### config.mk
export PLATFORM = sky130hd
export DESIGN_NAME = swm_tx_arbiter
export DESIGN_NICKNAME = d
export VERILOG_FILES = /design/src/rtl/swm_tx_arbiter.sv
export SDC_FILE = /design/constraint.sdc
export NUM_CORES = 1
export LEC_CHECK = 0
export CAP_MARGIN = 20
export CORE_MARGIN = 2
export CORE_UTILIZATION = 40
export CTS_BUF_LIST = sky130_fd_sc_hd__clkbuf_16
export DETAILED_ROUTE_END_ITERATION = 12
export PLACE_DENSITY = 0.81
export SYNTH_ARGS = -nofsm -noshare
export SYNTH_HDL_FRONTEND = slang
export SYNTH_SLANG_ARGS = --single-unit
export TNS_END_PERCENT = 50
### constraint.sdc
create_clock -name clk_in_clk -period 2.95 [get_ports clk_in_clk]
set_clock_uncertainty 0.2 [all_clocks]
set_input_delay 0.295 -clock clk_in_clk [delete_from_list [all_inputs] [get_ports clk_in_clk]]
set_output_delay 0.295 -clock clk_in_clk [all_outputs]
set_load 0.02 [all_outputs]
### src/rtl/swm_tx_arbiter.sv
// swm_tx_arbiter: two-requester Avalon-ST packet arbiter feeding a single TX lane.
// Round-robin packet-atomic grant, headless-beat dropping, per-requester packet
// counters and a sticky flag for a startofpacket seen in the middle of a packet.
module swm_tx_arbiter #(
   parameter int CNT_W = 16
) (
   input  logic             clk_in_clk,
   input  logic             reset_in_rst,
   input  logic [31:0]      sink0_data,
   input  logic             sink0_valid,
   input  logic             sink0_startofpacket,
   input  logic             sink0_endofpacket,
   output logic             sink0_ready,
   input  logic [31:0]      sink1_data,
   input  logic             sink1_valid,
   input  logic             sink1_startofpacket,
   input  logic             sink1_endofpacket,
   output logic             sink1_ready,
   output logic [31:0]      src_data,
   output logic             src_valid,
   output logic             src_startofpacket,
   output logic             src_endofpacket,
   input  logic             src_ready,
   output logic             src_channel,
   output logic [CNT_W-1:0] pkt_count0,
   output logic [CNT_W-1:0] pkt_count1,
   output logic [CNT_W-1:0] drop_count,
   output logic             protocol_error
);

   typedef enum logic [1:0] {
      IDLE   = 2'd0,
      GRANT0 = 2'd1,
      GRANT1 = 2'd2
   } state_t;

   localparam logic [CNT_W-1:0] CNT_ONE = CNT_W'(1);

   state_t           state_q, state_d;
   logic             last_grant_q, last_grant_d;
   logic             first_q, first_d;
   logic [CNT_W-1:0] pkt_count0_q, pkt_count0_d;
   logic [CNT_W-1:0] pkt_count1_q, pkt_count1_d;
   logic [CNT_W-1:0] drop_count_q, drop_count_d;
   logic             perr_q, perr_d;

   logic             elig0, elig1;
   logic             gsel;
   logic [31:0]      sel_data;
   logic             sel_valid, sel_sop, sel_eop;

   assign elig0 = sink0_valid & sink0_startofpacket;
   assign elig1 = sink1_valid & sink1_startofpacket;

   // Next-state, counter updates and the combinational src/ready routing.
   always_comb begin
      state_d           = state_q;
      last_grant_d      = last_grant_q;
      first_d           = first_q;
      pkt_count0_d      = pkt_count0_q;
      pkt_count1_d      = pkt_count1_q;
      drop_count_d      = drop_count_q;
      perr_d            = perr_q;
      gsel              = 1'b0;
      sel_data          = '0;
      sel_valid         = 1'b0;
      sel_sop           = 1'b0;
      sel_eop           = 1'b0;
      src_data          = '0;
      src_valid         = 1'b0;
      src_startofpacket = 1'b0;
      src_endofpacket   = 1'b0;
      src_channel       = 1'b0;
      sink0_ready       = 1'b0;
      sink1_ready       = 1'b0;

      case (state_q)
         IDLE: begin
            // Beats without startofpacket cannot open a packet: swallow them.
            sink0_ready  = sink0_valid & ~sink0_startofpacket;
            sink1_ready  = sink1_valid & ~sink1_startofpacket;
            drop_count_d = drop_count_q + CNT_W'(sink0_ready) + CNT_W'(sink1_ready);
            // On a tie the requester that did not win last time goes first.
            if (elig0 && (!elig1 || last_grant_q)) begin
               state_d      = GRANT0;
               last_grant_d = 1'b0;
               first_d      = 1'b1;
            end else if (elig1) begin
               state_d      = GRANT1;
               last_grant_d = 1'b1;
               first_d      = 1'b1;
            end
         end
         GRANT0, GRANT1: begin
            gsel      = (state_q == GRANT1);
            sel_data  = gsel ? sink1_data          : sink0_data;
            sel_valid = gsel ? sink1_valid         : sink0_valid;
            sel_sop   = gsel ? sink1_startofpacket : sink0_startofpacket;
            sel_eop   = gsel ? sink1_endofpacket   : sink0_endofpacket;

            src_valid         = sel_valid;
            src_data          = sel_valid ? sel_data : '0;
            src_startofpacket = sel_sop;
            src_endofpacket   = sel_eop;
            src_channel       = gsel;
            sink0_ready       = ~gsel & src_ready;
            sink1_ready       =  gsel & src_ready;

            if (sel_valid && src_ready) begin
               first_d = 1'b0;
               // A second sop inside a packet is flagged but still forwarded.
               if (sel_sop && !first_q) begin
                  perr_d = 1'b1;
               end
               if (sel_eop) begin
                  state_d = IDLE;
                  if (gsel) begin
                     pkt_count1_d = pkt_count1_q + CNT_ONE;
                  end else begin
                     pkt_count0_d = pkt_count0_q + CNT_ONE;
                  end
               end
            end
         end
         default: begin
            state_d = IDLE;
         end
      endcase

      // Nothing is offered or accepted while reset is held.
      if (reset_in_rst) begin
         src_data          = '0;
         src_valid         = 1'b0;
         src_startofpacket = 1'b0;
         src_endofpacket   = 1'b0;
         src_channel       = 1'b0;
         sink0_ready       = 1'b0;
         sink1_ready       = 1'b0;
      end
   end

   // Arbiter state, grant history and statistics registers.
   always_ff @(posedge clk_in_clk) begin
      if (reset_in_rst) begin
         state_q      <= IDLE;
         last_grant_q <= 1'b1;
         first_q      <= 1'b0;
         pkt_count0_q <= '0;
         pkt_count1_q <= '0;
         drop_count_q <= '0;
         perr_q       <= 1'b0;
      end else begin
         state_q      <= state_d;
         last_grant_q <= last_grant_d;
         first_q      <= first_d;
         pkt_count0_q <= pkt_count0_d;
         pkt_count1_q <= pkt_count1_d;
         drop_count_q <= drop_count_d;
         perr_q       <= perr_d;
      end
   end

   assign pkt_count0     = pkt_count0_q;
   assign pkt_count1     = pkt_count1_q;
   assign drop_count     = drop_count_q;
   assign protocol_error = perr_q;

endmodule

==> flow_summary.toml, run 1 <==
[status]
outcome = "complete, no violations"

[placed_design]
hpwl_mm = 7.55
pre_cts_ws_ps = 107
io_buffers = 159
place_congestion = 0.814
place_area_um2 = 4830

[logic_synthesis]
synth_top_area_cell = "dfxtp_1"
yosysWarnings = 0
synth_top_area_share_pct = 34.1
synthMuxAreaShare_pct = 12.3
dominantRegCellSynth = "dfxtp_1"
syn_area_um2 = 3110
synth_simple_gate_area_share_pct = 27.5
synthAdderAreaFrac_pct = 3.06
synth_seq_cells = 53
synth.most_common_cell = "nor2_1"
synth_common_cells = "nor2_1 (71), dfxtp_1 (53), mux2i_1 (36)"
syn_inst = 388
synth_fp_nets = 468
synth_xor_area_share_pct = 8.17
synth-edff-count = 0
synth_top_family_by_area = "simple AND/OR/NAND/NOR gates"
synth-seq-area-share_pct = 34.1
async_reset_ff_share_pct = 0
synth_cell_types = 46
yosys-top-cells-area = "dfxtp_1 (34%), mux2i_1 (12%), nor2_1 (8.6%)"
synth_compound_area_share_pct = 9.78
avgSynthCellArea_um2 = 8.01

[worst_hold_path]
hold_depth = 2
min_to = "first_q"
worstHoldPathType = "reg2reg"
hp-start = "first_q"

[cells_and_area]
area_delta_synth_final_pct = 63.0
drive_above_1_share_pct = 5.72
nets = 621
num_antenna_cells = 0
final_cell_area_um2 = 5070
nFillCells = 628
multi_input_area_um2 = 1900
seqCellArea_um2 = 1060

[critical_path]
path_max_fanout = 9
required_ps = 2460
cpPeakStageDelay_ps = 650
cp_top_family = "buffers and inverters"
critPathMostFrequentCell = "clkdlybuf4s50_1"
r2r-start = "state_q[1]"
crit_arrival_ps = 2270
rrSetupSlack_ps = 320
crit_type = "in2out"
startpoint_type = "input port"
cp_cell_sequence = "clkdlybuf4s50_1 > nand2b_1 > or2_2 > a211oi_1 > clkdlybuf4s50_1"
slowest_stage = "clkdlybuf4s50_1"
r2r-end = "pkt_count1[13]"
worst-r2r-cell-count = 6
cp-end-kind = "output pin"
path_buf_inv = 2

[clock_tree]
clock_latency_ps = 290
cts.sinks = 53
postCtsSetupBuffers = 0
cts_buffers = 5
clk_pin_slew_ps = 70
root_buffer = "clkbuf_16"
h-tree-depth = 2
cts_tree = "built"
clockBufferDepth = 2

[die]
die_area_um2 = 8490
fp-row-count = 32
io_pins = 160
die_width_um = 92.1
die_y_um = 92.1
initial_core_util_pct = 40.9
core_area_um2 = 7610

[sta]
setup_viol = 0
finalMaxSlewViolations = 0
fin_ws_ps = 185
finalCritPeriodShare_pct = 93.7
finalHoldViolations = 0
fin_setup_tns_ps = 0
fmax_ghz = 0.362
fin_crit_ps = 2770
tightest_slew_ps = 570
max-slew-margin-rel_pct = 62.0
rsz0062_at_grt = "no"

[route]
drcViolationCount = 0
highest_layer = "met4"
post_drt_wl_per_cell_um = 15.3
dr.pass1.iters = 4
antenna_left = 0
drtIter0Drc = 89
num_vias = 3389
wl_met2_mm = 5.09
vias_per_cell = 5.26
drt-total-wl_mm = 9.84
drt-met1-wl_mm = 3.71
route.met3.wl_um = 667

[pwr]
power_w = 0.00181
power.density_nw_per_um2 = 358
ir_drop_mv = 0.227
leakage_nw = 2.19

[global_routing]
grtUsageTotal_pct = 23.0
grt-ovfl-total = 0
grt_max_degree = 58
grt_pass1_wl_mm = 15.7
grt_pass1_vias = 3339
antenna_found_initial = 0

[run]
max_cap_viol_count = 0
==> worst max-delay path by stage <==
stage,start,to,cells after the start
floorplan,state_q[1],src_data[10],6
finish,sink0_valid,sink0_ready,5
CTS,state_q[1],src_data[7],7
detailed placement,sink0_valid,drop_count[12],9
global route,state_q[0],src_startofpacket,6
global placement,sink0_valid,drop_count[12],9
==> state kept, by name (all words and copies together) (netlist names) <==
name / flops
pkt_count1: 16
protocol_error: 1
last_grant_q: 1
first_q: 1
pkt_count0: 16
drop_count: 16
state_q: 2
==> cell usage in the layout (no fill, tap or decap), types with 6 or more instances in the layout <==
cell	instances
a21oi_1	19
buf_4	7
clkdlybuf4s50_1	124
dfxtp_1	53
dlymetal6s2s_1	29
inv_1	18
mux2i_1	36
nand2_1	17
nand3_1	13
nand4_1	13
nor2_1	71
nor3_1	13
nor4_1	9
o21ai_0	9
o31ai_1	7
or3_1	10
or4_1	7
xnor2_1	23
xor2_1	6
==> kinds of logic after synthesis <==
group	Yosys count
xor+xnor	29
mux	38
buf+inv	40
simple gates	173
compound gates	48
fa+ha+maj	7
flops	53
==> power breakdown <==
part	leakage, nW	switching [W]	internal [W]
Sequential	0.428	0.0000120	0.000728
Clock	0.0842	0.000271	0.000402
Combinational	1.68	0.000187	0.000211
Total	2.19	0.000471	0.00134
==> area by class of cell <==
| type | instances | area share, % |
|---|---|---|
| inverters | 18 | 1.33 |
| multi-input cells | 295 | 37.4 |
| clock inverters | 3 | 0.864 |
| repair buffers | 168 | 34.4 |
| flip-flops and latches | 53 | 20.9 |
| well taps | 102 | 2.52 |
| clock buffers | 5 | 2.47 |
==> worst register-to-register path, cell delays in order (launching register included) <==
cell and delay, ps:
dfxtp_1 410, inv_1 70, ha_2 410, nand2_2 90, or4_1 700, or4_1 520, a21oi_1 160
==> per-stage QoR <==
| step | hold slack (ps) | cells | util (%) |
|---|---|---|---|
| 3_3_place_gp | 259 | 636 | 63.5 |
| 6_report | 274 | 644 | 66.6 |
| 4_1_cts | 280 | 644 | 65.7 |
| 3_5_place_dp | 270 | 636 | 63.5 |
| 5_1_grt | 305 | 644 | 66.6 |
| 2_1_floorplan | 250 | 388 | - |
==> metal layers <==
| layer | vias to the layer above | global-route usage, % |
|---|---|---|
| li1 | 1662 | - |
| met1 | 1576 | 24.4 |
| met2 | 132 | 42.6 |
| met3 | 19 | 6.08 |
| met4 | 0 | 9.95 |
| met5 | - | 0 |
==> timing repair <==
action,4_1_cts,5_1_grt
resized for setup,6,29
cloned,0,0
hold buffers,0,0
pin swaps,0,0
endpoints found under the setup margin,16,29
No activity file was read; power rests on OpenSTA's default activity.
==> inputs of run 2 (changes only) <==
--- a/config.mk
+++ b/config.mk
@@ -10,6 +10,8 @@
 export CORE_UTILIZATION = 40
 export CTS_BUF_LIST = sky130_fd_sc_hd__clkbuf_16
 export DETAILED_ROUTE_END_ITERATION = 12
+export GPL_TIMING_DRIVEN = 0
+export HOLD_SLACK_MARGIN = 0.08
 export PLACE_DENSITY = 0.81
 export SYNTH_ARGS = -nofsm -noshare
 export SYNTH_HDL_FRONTEND = slang
==> flow_summary.toml, run 2 (synthesis gave the netlist of run 1 again) <==
[clock_tree]
clockBufferDepth = 2
clock_latency_ps = 290
cts_hold_buf = 0
cts.sinks = 53
clk_pin_slew_ps = 70
cts_buffers = 5
h-tree-depth = 2
root_buffer = "clkbuf_16"
cts_tree = "built"

[critical_path]
cp-end-kind = "output pin"
crit_arrival_ps = 2300
required_ps = 2460
rrSetupSlack_ps = 340
startpoint_type = "flop"
path_max_fanout = 10
crit_type = "reg2out"

[sta]
fin_ws_ps = 156
rsz0062_at_grt = "yes"
finalHoldViolations = 0
finalCritPeriodShare_pct = 94.7
max-slew-margin-rel_pct = 63.8
finalMaxSlewViolations = 0
tightest_slew_ps = 543
fin_setup_tns_ps = 0
setup_viol = 0
fmax_ghz = 0.358
fin_crit_ps = 2790

[cells_and_area]
post_layout_nonfiller_instances = 654
final_common_cell = "clkdlybuf4s50_1"
multi_input_area_um2 = 1900
nFillCells = 664
final_cell_mix = "clkdlybuf4s50_1 (122), nor2_1 (71), dfxtp_1 (53), mux2i_1 (36), xnor2_1 (23)"
nets = 631
num_antenna_cells = 0
drive_above_1_share_pct = 7.07
area_delta_synth_final_pct = 58.6
seqCellArea_um2 = 1060
final_cell_area_um2 = 4930

[placed_design]
pre_cts_ws_ps = -360
io_buffers = 157
place_area_um2 = 4810
hpwl_mm = 7.77
place_congestion = 0.870
dp_cells = 647

[pwr]
switching_power_w = 0.000459
p_int_w = 0.00124
power.density_nw_per_um2 = 344
ir_drop_mv = 0.260
power_w = 0.00170
p_seq_share_pct = 43.6
combPwrFrac_pct = 22.7
clockPowerShare_pct = 33.7
leakage_nw = 1.80
netSwitchingFraction_pct = 27.1

[global_routing]
grtUsageTotal_pct = 22.9
grt_pass1_wl_mm = 15.7
grt-ovfl-total = 0
grt_max_degree = 17
grt_pass1_vias = 3252
antenna_found_initial = 0

[die]
die_area_um2 = 8490
initial_core_util_pct = 40.9
core_area_um2 = 7610
fp-row-count = 32
die_y_um = 92.1
die_width_um = 92.1
io_pins = 160

[route]
num_vias = 3379
drcViolationCount = 0
drtIter0Drc = 141
dr.pass1.iters = 4
vias_per_cell = 5.17
drt-total-wl_mm = 9.56
antenna_left = 0
post_drt_wl_per_cell_um = 14.6

[status]
outcome = "complete, no violations"

[run]
max_cap_viol_count = 0

[worst_hold_path]
worstHoldPathType = "in2reg"
[run 2: cell types whose count changed in the layout (fill, tap and decap cells not counted), sizes merged]
cell,before,now
buf,10,11
clkbuf,5,23
dlymetal6s2s,29,5
clkinv,1,0
bufinv,1,0
clkdlybuf4s50,124,122
clkinvlp,0,2
dlygate4sd2,5,16
clkdlybuf4s15,0,6
[run 2: timing repair]
action / CTS / global route
gates resized for setup: 42 / 31
endpoints found under the setup margin: 35 / 27
setup buffers: 0 / 0
[run 2: final timing paths]
check,start,end,cells after the start
min reg2reg,first_q,first_q,2
max,state_q[1],src_data[13],8
max reg2reg,state_q[1],pkt_count1[11],8
min,src_ready,pkt_count1[1],5
[run 2: power by group through the flow]
stage	Clock, W	Sequential, W	Combinational [W]
after floorplan	0	0.000762	0.000192
after global placement	0	0.000756	0.000389
after detailed placement	0	0.000756	0.000395
after CTS	0.000575	0.000740	0.000389
after global routing	0.000610	0.000741	0.000419
final	0.000572	0.000740	0.000385
[run 2: worst max-delay path, cell delays in order (launching register included)]
cell           delay, ps
dfxtp_1              410
inv_1                 70
ha_1                 260
buf_2                180
nand2b_1             100
nand2b_1             260
clkbuf_4             240
nor2_1               100
dlygate4sd2_1        380
[run 2: layout make-up]
type,count,area share [%]
plain buffers,21,2.16
multi-input cells,295,38.5
clock inverters,3,0.381
repair buffers,157,30.9
inverters,18,1.37
well taps,102,2.59
clock buffers,5,2.54
flip-flops and latches,53,21.5
[run 2: layer usage]
metal | up-vias | share of wire (%) | GRT usage [%]
li1 | 1680 | - | -
met1 | 1565 | 37 | 25.8
met2 | 120 | 54 | 42.4
met3 | 14 | 6.6 | 5.42
met4 | 0 | 2.3 | 6.97
met5 | - | 0 | 0
[run 2: through the flow]
stage | hold slack [ps] | util, %
5_1_grt | 300 | 64.8
4_1_cts | 284 | 64.8
2_1_floorplan | 250 | -
6_report | 279 | 64.8
3_5_place_dp | 270 | 63.2
3_3_place_gp | 261 | 63.2
==> patch 1, RTL diff (settings of run 1) <==
Make the reset (`reset_in_rst`) asynchronous in one clocked block.
--- a/src/rtl/swm_tx_arbiter.sv
+++ b/src/rtl/swm_tx_arbiter.sv
@@ -141,5 +141,5 @@
 
    // Arbiter state, grant history and statistics registers.
-   always_ff @(posedge clk_in_clk) begin
+   always_ff @(posedge clk_in_clk or posedge reset_in_rst) begin
       if (reset_in_rst) begin
          state_q      <= IDLE;
Check against the original RTL: differs if reset_in_rst is asserted again (counterexample within 4 cycles, from zero or initial values and one cycle with reset_in_rst high); with reset_in_rst held inactive, the same outputs for 4 cycles.
==> patch 1 against run 1 <==
Synthesized area is 1.5% lower. Critical endpoint unchanged. Sequential cell count stayed put. Wire length decreased by 5.9%. Design area stayed put. Via count decreased by 13%. Setup slack worse by 0.050 ns.
Power is not compared: it rests on default switching activity, and its combinational part moved more than twofold at a synthesized area within 25%.
==> patch 1: results (changes against run 1) <==
Synthesis
  – Top post-synthesis cells by area: dfrtp_1 (43%), mux2i_1 (11%), xnor2_1 (7.7%), nor2_1 (5.6%), xor2_1 (4.9%)
  – Sequential-to-total area share from yosys stat: 43.36% (+9.2 points)
  – Mux contribution to synthesized area: 12.55% (+0.23 points)
  – Async S/R FF share, synth: 100.0% (+100 points)
  – Most common library cells after synthesis: dfrtp_1 (52), nor2_1 (46), mux2i_1 (35), xnor2_1 (27), nand2_1 (25)
  – Synth Area in Compound Gates: 3.555% (-6.2 points)
  – Post-Synth Adder-Cell Area: 3.106% (+0.046 points)
  – Yosys cell types: 41 (-11%)
  – Synth Area in XOR/XNOR: 12.59% (+4.4 points)
  – Post-synth net total: 396 (-15%)
  – Syn Area/Cell: 9.689 um2 (+21%)

Global routing
  – Vias in the first global route: 2971 (-11%)
  – Largest net degree at the start of global routing: 54 (-6.9%)
  – Gr usage total: 22.06% (-0.94 points)
  – Global-route wire length before repair: 14.61 mm (-7.2%)

Placement
  – DP Wirelength: 7.554 mm (about the same)
  – Worst slack at placement: 0.1400 ns (+0.03297 ns)
  – Post-DP Area: 0.004840 mm2 (+0.21%)
  – Placer Congestion: 0.8933 (+9.8%)
  – Placed instance count: 574 (-9.7%)

Min path
  – WHS Path Cells: 1 (-1)
  – WHS Endpoint: pkt_count1[15]
  – Worst hold start: pkt_count1[15]

STA
  – Least-Margin Pin Slew: 0.6583 ns (+0.08868 ns)
  – Hold WS: 0.2741 ns (-0.00002500 ns)

Routing
  – Initial DRC Count: 128 (+44%)
  – Drt first pass iters: 4 (unchanged)
  – WL/cell: 15.91 um (+4.1%)
  – Vias per cell: 5.069 (-3.7%)

Finish
  – Nets: 562 (-9.5%)
  – Layout non-clock buf frac: 35.04% (+0.59 points)
  – Multi-input gate share of total cell area: 32.02% (-5.4 points)
  – Multi-input gates: 236 (-20%)
  – Clk_buf instances: 5 (unchanged)
  – Logic inverters: 12 (-6)
  – Non-clock buffer count: 174 (+3.6%)
  – Area growth, synth to finish: 65.51%
  – Final cell count without fillers: 582 (-9.6%)
  – Fill count: 571 (-9.1%)
  – Sequential share of cell area: 26.20% (+5.3 points)
  – Fraction of layout instances using a drive strength above 1: 7.039% (+1.3 points)

Status
  – Outcome: complete, no violations

Setup path
  – Max Fanout on Critical Path: 41 (+32)
  – R2R setup slack: 0.55 ns (+0.23 ns)
  – R2R Path Start: state_q[1]
  – Worst reg2reg path depth: 7 (+1)
  – Worst EP arrival: 2.32 ns (+0.05 ns)
  – R2R Path End: pkt_count0[12]
  – Slowest cell on crit path: clkdlybuf4s50_1

Die
  – Tapcell Cnt: 99 (-2.9%)

Pwr
  – VDD IR-drop max: 0.3644 mV
==> patch 1: cell types whose count changed after synthesis, moves of 7 or more <==
| cell | delta |
|---|---|
| a21oi_1 | -15 |
| dfxtp_1 | -53 |
| nand2_1 | +8 |
| nor2_1 | -25 |
| o31ai_1 | -7 |
| nor3_1 | -7 |
| or3_1 | -10 |
| dfrtp_1 | +52 |
| xor2_1 | +11 |
==> patch 1: how the worst max path moves through the flow <==
stage                       startpoint      endpoint  slack, ns  cells after the start
after global placement     sink1_valid   src_data[0]       0.18                      6
after CTS                   state_q[0]   src_data[8]     0.0004                      7
after global routing        state_q[0]   sink0_ready       0.04                      6
after detailed placement   sink1_valid  src_data[10]       0.14                      6
after floorplan           reset_in_rst  src_data[10]       0.38                      6
final                       state_q[0]   sink0_ready       0.14                      6
==> patch 1: power groups by stage <==
stage	clock, mW	combinational (mW)	sequential, mW
after global placement	0	1.26	0.945
final	0.659	1.25	0.936
after CTS	0.674	1.28	0.938
after global routing	0.702	1.35	0.954
after detailed placement	0	1.28	0.951
after floorplan	0	0.635	1.01
==> patch 1: timing repair <==
action                     CTS  global route
resized for setup            5            26
buffers inserted             0             0
setup endpoints to repair    5            26
==> patch 1: cell families (layout without fill, tap and decap cells) <==
group                    Yosys count  count (layout)
XOR/XNOR                          44              44
AND/OR/NAND/NOR                  131             131
buffers and inverters             27             194
adder cells (fa/ha/maj)            7               7
flip-flops                        53              53
AO/OA/AOI/OAI                     16              16
multiplexers                      38              38
==> patch 1: per-layer routing <==
metal	part of all wire, %	up-vias	track usage [%]	wire length, um
met1	36	1417	23.17	3318
met2	54	104	40.81	5045
li1	-	1419	-	-
met5	0	-	0	0
met4	1.9	0	7.449	176
met3	7.7	10	7.386	717
==> patch 2, RTL diff (flow settings as in run 1) <==
Without the edit above. `CNT_W`: 16 -> 32.
--- a/src/rtl/swm_tx_arbiter.sv
+++ b/src/rtl/swm_tx_arbiter.sv
@@ -3,5 +3,5 @@
 // counters and a sticky flag for a startofpacket seen in the middle of a packet.
 module swm_tx_arbiter #(
-   parameter int CNT_W = 16
+   parameter int CNT_W = 32
 ) (
    input  logic             clk_in_clk,
Ports: changed (resized drop_count, pkt_count0 and pkt_count1); port bits go from 160 to 208. The function was not compared with the original's and may differ.
==> patch 2 against run 1 <==
Synthesized cell count increased by 78%. Sequential power increased by 88%. Setup slack worse by 0.054 ns. Largest power group unchanged. Design area rose by 63%. Wire length increased by 66%. Power grew 68%. Synthesized area up 82%. Critical path depth is 1 higher. Sequential cell count increased by 48.
==> patch 2: results (changes against run 1) <==
Synthesis
  – Top FF cell, synth: dfxtp_1
  – Async S/R FF share, synth: 0% (unchanged)
  – Top post-synthesis cells by area: dfxtp_1 (36%), mux2i_1 (6.5%), nor2_1 (5.8%), a21oi_1 (4.5%), nand4_1 (4.1%)
  – Post-synth net total: 772 (+65%)
  – Yosys warnings: 0 (unchanged)
  – Most common library cells after synthesis: dfxtp_1 (101), nor2_1 (87), a21oi_1 (51), mux2i_1 (37), nand4_1 (37)
  – Syn Area/Cell: 8.189 um2 (+2.2%)
  – Sequential-to-total area share from yosys stat: 35.68% (+1.5 points)
  – Yosys cell types: 51 (+11%)

Clock network
  – Clock root buffer: clkbuf_16
  – Clock slew at reported path FFs: 0.06 ns
  – H-tree depth: 3 (+1)
  – TritonCTS Buffers: 9 (+4)
  – Max clock buf depth: 2 (unchanged)
  – Clk_lat worst skew: 0.35 ns (+0.06 ns)

Status
  – Outcome: complete, no violations

Finish
  – Fill count: 1274 (+100%)
  – Nets: 969 (+56%)
  – Fraction of layout instances using a drive strength above 1: 5.151% (-0.57 points)
  – Diode count: 0 (unchanged)

Min path
  – WHS Path Cells: 2 (unchanged)
  – Worst min-delay path category: flop to flop
  – WHS Endpoint: protocol_error
  – Worst hold start: protocol_error

Routing
  – Vias per cell: 5.532 (+5.1%)
  – WL/cell: 15.25 um (-0.20%)
  – DRT Wirelength: 16.36 mm (+66%)
  – Drt first pass iters: 4 (unchanged)
  – # DRC: 0 (unchanged)
  – Initial DRC Count: 387 (+330%)

Pwr
  – Switching power: 0.7292 mW (+55%)
  – Leakage: 2.902 nW (+33%)
  – VDD IR-drop max: 0.2834 mV (+25%)

Placement
  – Number of port buffers: 207 (+30%)
  – Placer Congestion: 0.8670 (+6.6%)
  – Post-DP Area: 0.007940 mm2 (+64%)
  – DP Wirelength: 12.29 mm (+63%)
  – Worst slack at placement: -0.1680 ns (-0.2750 ns)
  – Placed instance count: 1057 (+66%)

Global routing
  – Global-route wire length before repair: 26.13 mm (+66%)
  – Antenna violations before repair: 0 (unchanged)
  – Vias in the first global route: 5382 (+61%)
  – Largest net degree at the start of global routing: 79 (+36%)
  – Gr usage total: 21.44% (-1.6 points)

STA
  – Worst slew margin: 47.64% (-14 points)
  – Fmax: 354.8 MHz (-1.9%)
  – Hold WS: 0.2457 ns (-0.02843 ns)

Setup path
  – Worst EP arrival: 2.32 ns (+0.05 ns)
  – Max Fanout on Critical Path: 18 (+9)
  – R2R setup slack: 0.16 ns (-0.16 ns)
  – R2R Path End: pkt_count0[18]
  – R2R Path Start: state_q[1]
  – Worst reg2reg path depth: 6 (unchanged)
## patch 2: cell count changes in the layout (fill, tap and decap cells not counted), sizes merged, moves of 17 or more
cell	run 1	this run
a21oi	19	51
o31ai	7	28
dlygate4sd2	5	33
nand3	14	31
or4	7	31
clkdlybuf4s50	124	172
nand4	13	38
dfxtp	53	101
dlymetal6s2s	29	1
## patch 2: layer usage
| layer | up-vias | track usage, % | wire length [um] |
|---|---|---|---|
| met2 | 191 | 36.84 | 8069 |
| li1 | 2938 | - | - |
| met1 | 2784 | 25.95 | 6763 |
| met3 | 23 | 4.659 | 1131 |
| met5 | - | 0 | 0 |
| met4 | 0 | 8.736 | 395 |
## patch 2: what timing repair did
| item | 4_1_cts | 5_1_grt |
|---|---|---|
| setup buffers | 0 | 0 |
| hold endpoints to repair | 2 | 0 |
| resized for setup | 35 | 3 |
| endpoints found under the setup margin | 35 | 2 |
| hold buffers | 1 | 0 |
## patch 2: worst max-delay path, stage by stage (launching register included)
cell and delay, ns:
dfxtp_1 0.35, inv_1 0.13, ha_4 0.24, buf_6 0.24, o2bb2a_1 0.24, nor3_1 0.13
clkdlybuf4s50_1 0.64
## patch 2: worst max-delay path by stage
stage,endpoint,from
2_1_floorplan,drop_count[30],drop_count[0]
3_3_place_gp,drop_count[24],sink1_startofpacket
3_5_place_dp,drop_count[24],sink1_startofpacket
4_1_cts,sink1_ready,state_q[1]
5_1_grt,pkt_count0[18],state_q[1]
6_report,sink1_ready,state_q[0]
## patch 2: power by group through the flow
| stage | sequential (mW) | combinational [mW] | clock, mW |
|---|---|---|---|
| 2_1_floorplan | 1.43 | 0.207 | 0 |
| 3_3_place_gp | 1.42 | 0.432 | 0 |
| 3_5_place_dp | 1.42 | 0.436 | 0 |
| 4_1_cts | 1.39 | 0.428 | 1.27 |
| 5_1_grt | 1.39 | 0.465 | 1.31 |
| 6_report | 1.39 | 0.430 | 1.23 |
## patch 2: layout make-up
type	instances	area (um2)	share of cell area (%)
clock buffer	9	225.2	2.734
clock inverter	6	80.08	0.9722
inverter	19	71.32	0.8659
multi-input combinational	526	3385	41.09
sequential	101	2022	24.55
tap	180	225.2	2.734
timing repair buffer	232	2228	27.05
## patch 2: kinds of logic after synthesis
| logic type | synth area share, % |
|---|---|
| AO/OA/AOI/OAI | 12.36 |
| XOR/XNOR | 4.019 |
| adder cells (fa/ha/maj) | 1.678 |
| buffers and inverters | 4.857 |
| flip-flops | 35.68 |
| multiplexers | 10.11 |
| AND/OR/NAND/NOR | 31.29 |
